--- src/rtl/mc_control_unit.sv ---
// Multi-cycle RV32I-subset control unit: a Moore FSM that sequences the datapath,
// with memory ready stalls, the extended branch set and an illegal-instruction trap.
module mc_control_unit #(
  parameter bit HANDSHAKE  = 1'b1,
  parameter bit BRANCH_EXT = 1'b1,
  parameter bit TRAP_EN    = 1'b1
) (
  input  logic        clk,
  input  logic        rst,
  input  logic [31:0] instr,
  input  logic        zero,
  input  logic        lt,
  input  logic        mem_ready,
  output logic        adr_src,
  output logic        mem_read,
  output logic        mem_write,
  output logic        ir_write,
  output logic        reg_write,
  output logic        pc_write,
  output logic [1:0]  result_src,
  output logic [1:0]  alu_src_a,
  output logic [1:0]  alu_src_b,
  output logic [2:0]  alu_op,
  output logic [2:0]  imm_src,
  output logic        illegal,
  output logic [3:0]  state_o
);

  typedef enum logic [3:0] {
    S_FETCH, S_DECODE, S_MEM_ADR, S_MEM_RD, S_MEM_WB, S_MEM_WR, S_EXEC_R, S_EXEC_I,
    S_ALU_WB, S_BRANCH, S_JAL, S_EXEC_JALR, S_JALR_PC, S_LINK_WB, S_LUI, S_TRAP
  } state_e;

  localparam logic [6:0] OP_LOAD   = 7'b0000011;
  localparam logic [6:0] OP_STORE  = 7'b0100011;
  localparam logic [6:0] OP_REG    = 7'b0110011;
  localparam logic [6:0] OP_IMM    = 7'b0010011;
  localparam logic [6:0] OP_BRANCH = 7'b1100011;
  localparam logic [6:0] OP_JAL    = 7'b1101111;
  localparam logic [6:0] OP_JALR   = 7'b1100111;
  localparam logic [6:0] OP_LUI    = 7'b0110111;

  localparam logic [2:0] ALU_ADD = 3'b000;
  localparam logic [2:0] ALU_SUB = 3'b001;
  localparam logic [2:0] ALU_AND = 3'b010;
  localparam logic [2:0] ALU_OR  = 3'b011;
  localparam logic [2:0] ALU_SLT = 3'b100;
  localparam logic [2:0] ALU_XOR = 3'b101;

  state_e     state_q, state_d, dec_next, illegal_next;
  logic       illegal_q, illegal_d;
  logic [6:0] opcode, funct7;
  logic [2:0] funct3, alu_dec;
  logic       alu_ok, br_ok, br_taken, ready;
  logic       unused_instr;

  assign opcode       = instr[6:0];
  assign funct3       = instr[14:12];
  assign funct7       = instr[31:25];
  assign unused_instr = ^{instr[24:15], instr[11:7]};
  assign ready        = HANDSHAKE ? mem_ready : 1'b1;
  assign illegal_next = TRAP_EN ? S_TRAP : S_FETCH;
  assign state_o      = state_q;
  assign illegal      = illegal_q;

  // funct7 only matters for R-type; I-type shares the mapping minus sub
  always_comb begin
    alu_dec = ALU_ADD;
    alu_ok  = 1'b1;
    case (funct3)
      3'b000:  alu_dec = (opcode == OP_REG && funct7 == 7'b0100000) ? ALU_SUB : ALU_ADD;
      3'b111:  alu_dec = ALU_AND;
      3'b110:  alu_dec = ALU_OR;
      3'b010:  alu_dec = ALU_SLT;
      3'b100:  alu_dec = ALU_XOR;
      default: alu_ok  = 1'b0;
    endcase
    if (opcode == OP_REG && funct7 != 7'b0000000 &&
        !(funct3 == 3'b000 && funct7 == 7'b0100000))
      alu_ok = 1'b0;
  end

  always_comb begin
    br_ok    = 1'b0;
    br_taken = 1'b0;
    case (funct3)
      3'b000:  begin br_ok = 1'b1;       br_taken = zero;  end
      3'b001:  begin br_ok = BRANCH_EXT; br_taken = !zero; end
      3'b100:  begin br_ok = BRANCH_EXT; br_taken = lt;    end
      3'b101:  begin br_ok = BRANCH_EXT; br_taken = !lt;   end
      default: ;
    endcase
  end

  always_comb begin
    dec_next = illegal_next;
    case (opcode)
      OP_LOAD, OP_STORE: dec_next = S_MEM_ADR;
      OP_REG:            dec_next = alu_ok ? S_EXEC_R : illegal_next;
      OP_IMM:            dec_next = alu_ok ? S_EXEC_I : illegal_next;
      OP_BRANCH:         dec_next = br_ok ? S_BRANCH : illegal_next;
      OP_JAL:            dec_next = S_JAL;
      OP_JALR:           dec_next = S_EXEC_JALR;
      OP_LUI:            dec_next = S_LUI;
      default:           ;
    endcase
  end

  always_comb begin
    state_d = state_q;
    case (state_q)
      S_FETCH:     if (ready) state_d = S_DECODE;
      S_DECODE:    state_d = dec_next;
      S_MEM_ADR:   state_d = (opcode == OP_STORE) ? S_MEM_WR : S_MEM_RD;
      S_MEM_RD:    if (ready) state_d = S_MEM_WB;
      S_MEM_WR:    if (ready) state_d = S_FETCH;
      S_EXEC_R,
      S_EXEC_I:    state_d = S_ALU_WB;
      S_JAL,
      S_JALR_PC:   state_d = S_LINK_WB;
      S_EXEC_JALR: state_d = S_JALR_PC;
      S_TRAP:      state_d = S_TRAP;
      default:     state_d = S_FETCH;
    endcase
    illegal_d = illegal_q | (state_d == S_TRAP);
  end

  always_ff @(posedge clk) begin
    if (rst) begin
      state_q   <= S_FETCH;
      illegal_q <= 1'b0;
    end else begin
      state_q   <= state_d;
      illegal_q <= illegal_d;
    end
  end

  // Reset overrides everything combinationally so an in-flight access is dropped at once
  always_comb begin
    adr_src    = 1'b0;
    mem_read   = 1'b0;
    mem_write  = 1'b0;
    ir_write   = 1'b0;
    reg_write  = 1'b0;
    pc_write   = 1'b0;
    result_src = 2'b00;
    alu_src_a  = 2'b00;
    alu_src_b  = 2'b00;
    alu_op     = ALU_ADD;
    imm_src    = 3'b000;
    case (state_q)
      S_FETCH: begin
        mem_read   = 1'b1;
        alu_src_b  = 2'b10;
        result_src = 2'b10;
        ir_write   = ready;
        pc_write   = ready;
      end
      S_DECODE: begin
        alu_src_a = 2'b01;
        alu_src_b = 2'b01;
        imm_src   = (opcode == OP_JAL) ? 3'b100 : 3'b010;
      end
      S_MEM_ADR: begin
        alu_src_a = 2'b10;
        alu_src_b = 2'b01;
        imm_src   = (opcode == OP_STORE) ? 3'b001 : 3'b000;
      end
      S_MEM_RD: begin
        adr_src  = 1'b1;
        mem_read = 1'b1;
      end
      S_MEM_WB: begin
        result_src = 2'b01;
        reg_write  = 1'b1;
      end
      S_MEM_WR: begin
        adr_src   = 1'b1;
        mem_write = 1'b1;
      end
      S_EXEC_R: begin
        alu_src_a = 2'b10;
        alu_op    = alu_dec;
      end
      S_EXEC_I: begin
        alu_src_a = 2'b10;
        alu_src_b = 2'b01;
        alu_op    = alu_dec;
      end
      S_ALU_WB, S_LINK_WB: reg_write = 1'b1;
      S_BRANCH: begin
        alu_src_a = 2'b10;
        alu_op    = ALU_SUB;
        pc_write  = br_taken;
      end
      S_JAL, S_JALR_PC: begin
        pc_write  = 1'b1;
        alu_src_a = 2'b01;
        alu_src_b = 2'b10;
      end
      S_EXEC_JALR: begin
        alu_src_a = 2'b10;
        alu_src_b = 2'b01;
      end
      S_LUI: begin
        imm_src    = 3'b011;
        result_src = 2'b11;
        reg_write  = 1'b1;
      end
      default: ;
    endcase
    if (rst) begin
      adr_src    = 1'b0;
      mem_read   = 1'b0;
      mem_write  = 1'b0;
      ir_write   = 1'b0;
      reg_write  = 1'b0;
      pc_write   = 1'b0;
      result_src = 2'b00;
      alu_src_a  = 2'b00;
      alu_src_b  = 2'b00;
      alu_op     = ALU_ADD;
      imm_src    = 3'b000;
    end
  end

endmodule

--- config.mk ---
export PLATFORM = sky130hd
export DESIGN_NAME = mc_control_unit
export DESIGN_NICKNAME = d
export VERILOG_FILES = /design/src/rtl/mc_control_unit.sv
export SDC_FILE = /design/constraint.sdc
export NUM_CORES = 1
export LEC_CHECK = 0
export ABC_CLOCK_PERIOD_IN_PS = 2610
export CORE_MARGIN = 1.5
export CORE_UTILIZATION = 40
export CTS_BUF_LIST = sky130_fd_sc_hd__clkbuf_8
export DETAILED_ROUTE_END_ITERATION = 12
export PLACE_DENSITY = 0.92
export SYNTH_ARGS = -nofsm -noshare
export SYNTH_HDL_FRONTEND = slang
export SYNTH_SLANG_ARGS = --single-unit
--- constraint.sdc ---
create_clock -name clk -period 2.61 [get_ports clk]
set_input_delay 0.261 -clock clk [delete_from_list [all_inputs] [get_ports clk]]
set_output_delay 0.261 -clock clk [all_outputs]
set_load 0.05 [all_outputs]
; Word-level counts from Yosys, hierarchy flattened
; Index checks and enable logic that the tools add are counted.
[word_totals]
regBits = 5
output_inout_bits = 23
inputBits = 37
wordCells = 95
[classes]
n_mux = 39
n_bitwise = 1
eq_ne = 31
n_reduce_logical = 22
[ops]
columns = operator, n
row1 = "equality test 4 bit, second input constant", 9
row2 = one-hot mux 4 bit (9 select lines), 1
row3 = "equality test 7 x 6 -> 1 bit, second input constant", 4
row4 = one-hot mux 4 bit (7 select lines), 1
row5 = "equality test 7 bit, second input constant", 3
row6 = 2-to-1 mux 4 bit, 5
row7 = "equality test 4 x 3 -> 1 bit, second input constant", 4
row8 = 2-to-1 mux 1 bit, 16
row9 = 2-to-1 mux 3 bit, 5
row10 = one-hot mux 3 bit (5 select lines), 1
row11 = "equality test 3 bit, second input constant", 4
row12 = OR reduction 4 bit, 3
row13 = OR reduction 2 bit, 5
row14 = OR reduction 5 bit, 2
row15 = one-hot mux 3 bit (3 select lines), 1
row16 = "equality test 4 x 2 -> 1 bit, second input constant", 2
row17 = one-hot mux 2 bit (2 select lines), 2
row18 = "equality test 7 x 2 -> 1 bit, second input constant", 1
row19 = "equality test 7 x 5 -> 1 bit, second input constant", 1
row20 = nonzero test 7 bit, 1
row21 = 2-to-1 mux 2 bit, 3
row22 = one-hot mux 2 bit (3 select lines), 1
row23 = one-hot mux 3 bit (2 select lines), 1
row24 = OR reduction 3 bit, 2
row25 = 10 further kinds, 15

; Longest topological paths before layout
; Gate-level depths: netlist of run 1.
[depth]
word_depth = 10
depth_mapped = 7
depth_no_buf = 5

; Worst setup path after synthesis of run 1
; No wires, ideal clock.
[synth_path]
path_type = register -> output
startpoint = register state_q[3] (netlist: state_o[3])
endpoint = output port mem_read
arrival_time_ns = 2.628
path_buffers = 3
t_required_ns = 2.349
slack_ns = -0.279
path_stages_with_launch = 5
path_cell_list = dfxtp_1 > buf_6 > clkbuf_1 > clkbuf_1 > nor4_1
[synth_via]
elab_chain_len = 4
elab_cells_between_ends = 5
[synth_rtl]
columns = element, line_no
row1 = "start, declared", 50  ; state_e state_q, state_d, dec_next, illegal_next;
row2 = "start signal, assigned", 133  ; state_q <= state_d;
row3 = equality test 4 x 2 -> 1 bit / zero test 4 bit (equally long branches), 151  ; case (state_q)
row4 = OR reduction 2 bit (no source line) (*), -
row5 = 2-to-1 mux 1 bit (*), 151
row6 = 2-to-1 mux 1 bit (*), 212  ; if (rst) begin
row7 = "end, declared", 15  ; output logic mem_read,
; Every way passes the cells marked *; elsewhere a longest branch is shown, timed or not.

; Worst setup path in the final report of run 1
[layout_path]
startpoint = register state_q[1] (netlist: state_o[1])
endpoint = output port alu_src_b[0]
[layout_via]
elab_chain_len = 4
elab_cells_between_ends = 11
[layout_rtl]
columns = element, line_no
row1 = equality test 4 x 2 -> 1 bit (tied with other cells), 151
row2 = OR reduction 4 bit (no source line) / OR reduction 3 bit (equally long branches), -
row3 = one-hot mux 2 bit (2 select lines) (*), 151
row4 = 2-to-1 mux 2 bit (*), 212
row5 = "end, declared", 22  ; output logic [1:0] alu_src_b,
; Marks and branches as above.

==> flow_summary.toml, run 1 <==
[outcome]
status = "completed"

[critical_path]
slowest_stage = "dfxtp_1"
crit_arrival_ns = 2.08
path_class = "reg -> out"
r2r_cells = 6
r2r-end = "illegal"
worst-path-buf-inv = 1
worstSetupStartpointType = "register"
cp_top_family = "flip-flops"
slowest_delay_ns = 0.85
crit_required_ns = 2.35
crit_fanout = 23
rrSetupSlack_ns = 0.49
cp-end-kind = "primary output"
cp_cell_sequence = "nand2b_1 -> nand2_1 -> o21ai_0 -> o22ai_1 -> nor2b_2 -> buf_12"
worstReg2RegStart = "state_o[2]"

[timing]
setup_violations = 0
post-route-period-util = 0.897
hold_viol = 0
hold_ws_ns = 0.481
finClkSkew_ns = 0.00465
slew_violations = 0
tns_ns = 0
fmax_ghz = 0.427
rsz0062_at_grt = "no"
worstMarginPinSlew_ns = 0.825
slew_headroom = 0.449
finalCriticalPeriod_ns = 2.34

[drt]
drt-total-wl_mm = 3.09
ant_nets = 0
route.detailed.drc = 0
vias_per_cell = 5.83
first_iter_violations = 35
post_drt_wl_per_cell_um = 14.2
vias = 1270
firstDrtPassIters = 4

[synthesis]
synth_top_family_by_area = "simple AND/OR/NAND/NOR gates"
synth_top_area_frac = 0.101
synth-xor-area-share = 0.0440
yosysSeqAreaShare = 0.101
synth_cells = 151
synth-simple-area-share = 0.482
synth_compound_area_frac = 0.260
ys.flop_type = "dfxtp_1"
synthAdderAreaFrac = 0
syn_area_per_cell_um2 = 6.59
synth_edf_count = 0
synth_cell_types = 49
syn_nets = 188
synth.cell_area_um2 = 995
async_flop_share = 0
yosys-top-cells-area = "dfxtp_1, nor2_1, nand2b_1"
synth_seq_cells = 5
muxShareOfSynthArea = 0.0403
yosys_warnings = 0
synth_top_area_cell = "dfxtp_1"

[clocking]
path_clk_slew_ns = 0.04
ctsHoldBuffers = 0
numCtsBuffers = 3
cts_resized = 0
clkSinkCount = 5
cts-root-buf = "clkbuf_8"
ctsLongestPathBuffers = 2
post_cts.repair.setup_buffers = 0
htree_levels = 1
cts_tree = "built"
worstSkewPairLatency_ns = 0.23

[global_route]
grt_pass1_vias = 1151
grt-ovfl-total = 0
grt_max_degree = 24
grt_pass1_wl_mm = 4.94
antenna_found_initial = 0
track_usage = 0.232

[power_and_ir_drop]
p_leak_nw = 0.572
combPwrFrac = 0.764
power_switching_mw = 0.908
pwr-share-clk = 0.093
switching_share = 0.564
p_seq_frac = 0.143
powerDensity_nw_per_um2 = 1040
vdd_drop_max_v = 0.000790
internal_power_mw = 0.702

[placement]
gp_congestion = 0.853
place_hpwl_mm = 2.40
portBuffers = 44

[floorplan]
die_area_um2 = 2790
core_um2 = 2280
die-width_um = 52.9
start_util = 0.437
rows = 17
fp.dieH_um = 52.9
ios = 60

[finish]
drive_above_1_share = 0.158
fin_util = 0.679
n_antenna_cell = 0
synthToLayoutAreaGrowth_pct = 55.5
layout_common_cells = "clkdlybuf4s50_1, nor2_1, buf_4"
mostFrequentLayoutCell = "clkdlybuf4s50_1"
finalNetCount = 228
n_fill_cell = 182

[run]
drv_cap = 0

[hold_path]
whs_endpoint = "illegal"
hp-class = "reg -> reg"
holdPathStages = 2
worstHoldStart = "illegal"
## metal layers
layer | wire length, um | part of all wire | global-route usage | vias up
met5 | 0 | 0 | 0 | -
met4 | 23 | 0.0074 | 0.0812 | 0
met3 | 136 | 0.044 | 0.0282 | 3
met2 | 1580 | 0.51 | 0.406 | 42
met1 | 1350 | 0.44 | 0.290 | 593
li1 | - | - | - | 632
## cells by family (layout without fill, tap and decap cells)
group | count (synthesis) | after routing
muxes | 4 | 4
xor gates and xnor gates | 5 | 5
DFF | 5 | 5
and+or+nand+nor | 83 | 83
buffers and inverters | 16 | 55
AOI/OAI and AO/OA | 38 | 38
## area by class of cell
class / count / area [um^2] / share of cell area
inverter: 4 / 15.0 / 0.00971
clock inverter: 1 / 3.75 / 0.00243
timing repair buffer: 47 / 505 / 0.327
sequential: 5 / 100 / 0.0647
tap: 28 / 35.0 / 0.0227
clock buffer: 3 / 41.3 / 0.0267
multi-input combinational: 130 / 846 / 0.547
## worst max-delay path by stage
stage | from | end | slack (ns) | depth (start not counted)
2_1_floorplan | state_o[3] | imm_src[0] | 0.04 | 5
3_3_place_gp | mem_ready | pc_write | 0.39 | 7
3_5_place_dp | mem_ready | pc_write | 0.38 | 7
4_1_cts | state_o[1] | alu_src_b[0] | 0.30 | 6
5_1_grt | state_o[1] | alu_src_b[0] | 0.14 | 6
6_report | state_o[1] | alu_src_b[0] | 0.27 | 6
## registers in the layout (all words and copies together) (netlist names)
name and cells:
illegal 1, state_o 4
## synth_stat cells, drive strengths merged, types with 2 or more instances
library cell / instances
nand2b: 9
nor2: 19
a21boi: 2
nand2: 13
buf: 6
nor3: 7
mux2i: 4
xnor2: 4
or3b: 2
and4b: 3
nor4: 3
nand3b: 2
inv: 4
and3: 2
o211ai: 2
dfxtp: 5
nor4b: 2
nor3b: 3
o32a: 2
a21oi: 11
or3: 3
nand3: 3
nor2b: 8
clkbuf: 6
o21ai: 6
a21o: 2
## stage by stage
step,total power [mW],area (um^2),setup slack (ns),instances
final,1.61,1550,0.270,218
after detailed placement,1.45,1500,0.378,214
after CTS,1.60,1550,0.297,218
after global routing,1.72,1550,0.136,218
after global placement,1.42,1500,0.387,214
after floorplan,1.10,1020,0.0351,151
## worst min-delay path, delay by kind of cell, from the launching register on
kind / cells / cell delay [ns]
buffers and inverters: 1 / 0.05
AO/OA/AOI/OAI: 1 / 0.07
flip-flops: 1 / 0.31
## power by group through the flow
stage | clock (mW) | sequential (mW) | combinational [mW]
global placement | 0 | 0.224 | 1.19
floorplan | 0 | 0.233 | 0.864
CTS | 0.147 | 0.227 | 1.23
finish | 0.150 | 0.231 | 1.23
global route | 0.155 | 0.243 | 1.32
detailed placement | 0 | 0.227 | 1.22
Power figures use the tool's default switching activity.
==> run 2: changes to the inputs <==
--- a/config.mk
+++ b/config.mk
@@ -11,6 +11,7 @@
 export CTS_BUF_LIST = sky130_fd_sc_hd__clkbuf_8
 export DETAILED_ROUTE_END_ITERATION = 12
 export PLACE_DENSITY = 0.92
+export SLEW_MARGIN = 5
 export SYNTH_ARGS = -nofsm -noshare
 export SYNTH_HDL_FRONTEND = slang
 export SYNTH_SLANG_ARGS = --single-unit
==> results of run 2 <==
Same layout as run 1: the final DEF is identical, and so are final timing and power.
==> run 3: changes to the inputs <==
--- a/config.mk
+++ b/config.mk
@@ -5,12 +5,13 @@
 export SDC_FILE = /design/constraint.sdc
 export NUM_CORES = 1
 export LEC_CHECK = 0
-export ABC_CLOCK_PERIOD_IN_PS = 2610
+export CELL_PAD_IN_SITES_DETAIL_PLACEMENT = 1
+export CELL_PAD_IN_SITES_GLOBAL_PLACEMENT = 2
 export CORE_MARGIN = 1.5
-export CORE_UTILIZATION = 40
+export CORE_UTILIZATION = 20
 export CTS_BUF_LIST = sky130_fd_sc_hd__clkbuf_8
 export DETAILED_ROUTE_END_ITERATION = 12
-export PLACE_DENSITY = 0.92
+export PLACE_DENSITY = 0.95
 export SLEW_MARGIN = 5
 export SYNTH_ARGS = -nofsm -noshare
 export SYNTH_HDL_FRONTEND = slang
==> run 3 against run 2 <==
  * Design area is 9.5% higher
  * Wire length is 9.8% higher
  * Combinational power is 12% higher
  * Utilization is 32 points lower
  * Count of clock-buffer cells in the layout stayed put
  * Clock skew is 0.0044 ns lower
  * Setup slack worse by 0.0018 ns
  * Fmax hardly changed
  * Clock power is 9% lower
  * Die area is 93% higher
==> flow_summary.toml, run 3 (synthesis results as in run 1) <==
[outcome]
status = "completed"

[power_and_ir_drop]
powerDensity_nw_per_um2 = 1020
pwr-share-clk = 0.080
internal_power_mw = 0.799
power_switching_mw = 0.924
vdd_drop_max_v = 0.000341
combPwrFrac = 0.799
p_leak_nw = 0.607
switching_share = 0.536
p_seq_frac = 0.121

[clocking]
numCtsBuffers = 3
path_clk_slew_ns = 0.03
post_cts.repair.setup_buffers = 0
ctsHoldBuffers = 0
clkSinkCount = 5
htree_levels = 1
cts_tree = "built"
cts_resized = 0
cts-root-buf = "clkbuf_8"
ctsLongestPathBuffers = 2
worstSkewPairLatency_ns = 0.22

[finish]
fin_util = 0.356
fin_area_um2 = 1690
largest_register_ffs = 4
synthToLayoutAreaGrowth_pct = 70.2
n_fill_cell = 590
layout_common_cells = "clkdlybuf4s50_1, nor2_1, nand2_1, buf_12"
finalNetCount = 231
mostFrequentLayoutCell = "clkdlybuf4s50_1"
n_antenna_cell = 0
drive_above_1_share = 0.171

[timing]
hold_viol = 0
post-route-period-util = 0.897
worstMarginPinSlew_ns = 0.616
setup_violations = 0
tns_ns = 0
fmax_ghz = 0.427
finClkSkew_ns = 0.000204
finalCriticalPeriod_ns = 2.34
slew_violations = 0
slew_headroom = 0.589
rsz0062_at_grt = "no"
hold_ws_ns = 0.486

[floorplan]
rows = 25
start_util = 0.209
core_um2 = 4750
die-width_um = 73.5
die_area_um2 = 5410
fp.dieH_um = 73.5
ios = 60

[global_route]
grt_pass1_vias = 1170
grt_max_degree = 21
grt-ovfl-total = 0
track_usage = 0.131
antenna_found_initial = 0
grt_pass1_wl_mm = 5.66

[drt]
first_iter_violations = 49
firstDrtPassIters = 4
drt-total-wl_mm = 3.39
post_drt_wl_per_cell_um = 13.1
route.detailed.drc = 0
vias = 1266
vias_per_cell = 4.87
ant_nets = 0

[placement]
place_hpwl_mm = 2.74
gp_congestion = 0.857
portBuffers = 44
placed_area_um2 = 1650

[critical_path]
slowest_delay_ns = 0.46
crit_arrival_ns = 2.08
crit_required_ns = 2.35
worstSetupStartpointType = "register"
slowest_stage = "dfxtp_1"
crit_fanout = 14
cp-end-kind = "primary output"
cpMostUsedCell = "a21oi_1"
cp_cell_sequence = "buf_4 -> or3b_1 -> a21oi_1 -> a21oi_1 -> o32a_1 -> nor2_1 -> buf_12"
path_class = "reg -> out"

[run]
drv_cap = 0

[hold_path]
hp-class = "reg -> reg"
run 3: cell types whose count changed in the layout (fill, tap and decap cells not counted):
cell | previous run | this run
buf_4 | 14 | 11
buf_12 | 7 | 13
run 3: critical path: cells and delay by family (launching register included):
family	cells	cell delay (ns)
simple gates	2	0.55
compound gates	3	0.43
flops	1	0.46
buf+inv	2	0.42
run 3: stage by stage:
step           power, mW  cells  worst slack (ns)
4_1_cts             1.74    260             0.264
6_report            1.72    260             0.268
3_5_place_dp        1.59    256             0.365
2_1_floorplan       1.10    151            0.0351
5_1_grt             1.85    260             0.104
3_3_place_gp        1.58    256             0.405
run 3: power by group through the flow:
stage	combinational, mW	clock (mW)	sequential (mW)
after global routing	1.48	0.149	0.220
after CTS	1.38	0.141	0.211
after detailed placement	1.38	0	0.212
after floorplan	0.864	0	0.233
final	1.38	0.137	0.209
after global placement	1.36	0	0.211
run 3: final cells by class:
cell class	count	area [um^2]	area share
Inverter	4	15.0	0.00887
Clock buffer	3	41.3	0.0244
Timing Repair Buffer	50	603	0.356
Multi-Input combinational cell	130	846	0.500
Sequential cell	5	100	0.0591
Clock inverter	1	3.75	0.00222
Tap cell	67	83.8	0.0495
run 3: worst paths after layout:
path	from	end	slack, ns	cells after the start
setup / recovery	state_o[3]	pc_write	0.27	7
hold reg to reg	illegal	illegal	0.49	2
setup reg to reg	state_o[0]	illegal	0.47	5
hold / removal	illegal	illegal	0.49	2
run 3: layer usage:
metal,GRT usage,part of all wire
met5,0,0
met4,0.0185,0
met3,0.0219,0.034
met2,0.211,0.47
met1,0.187,0.49
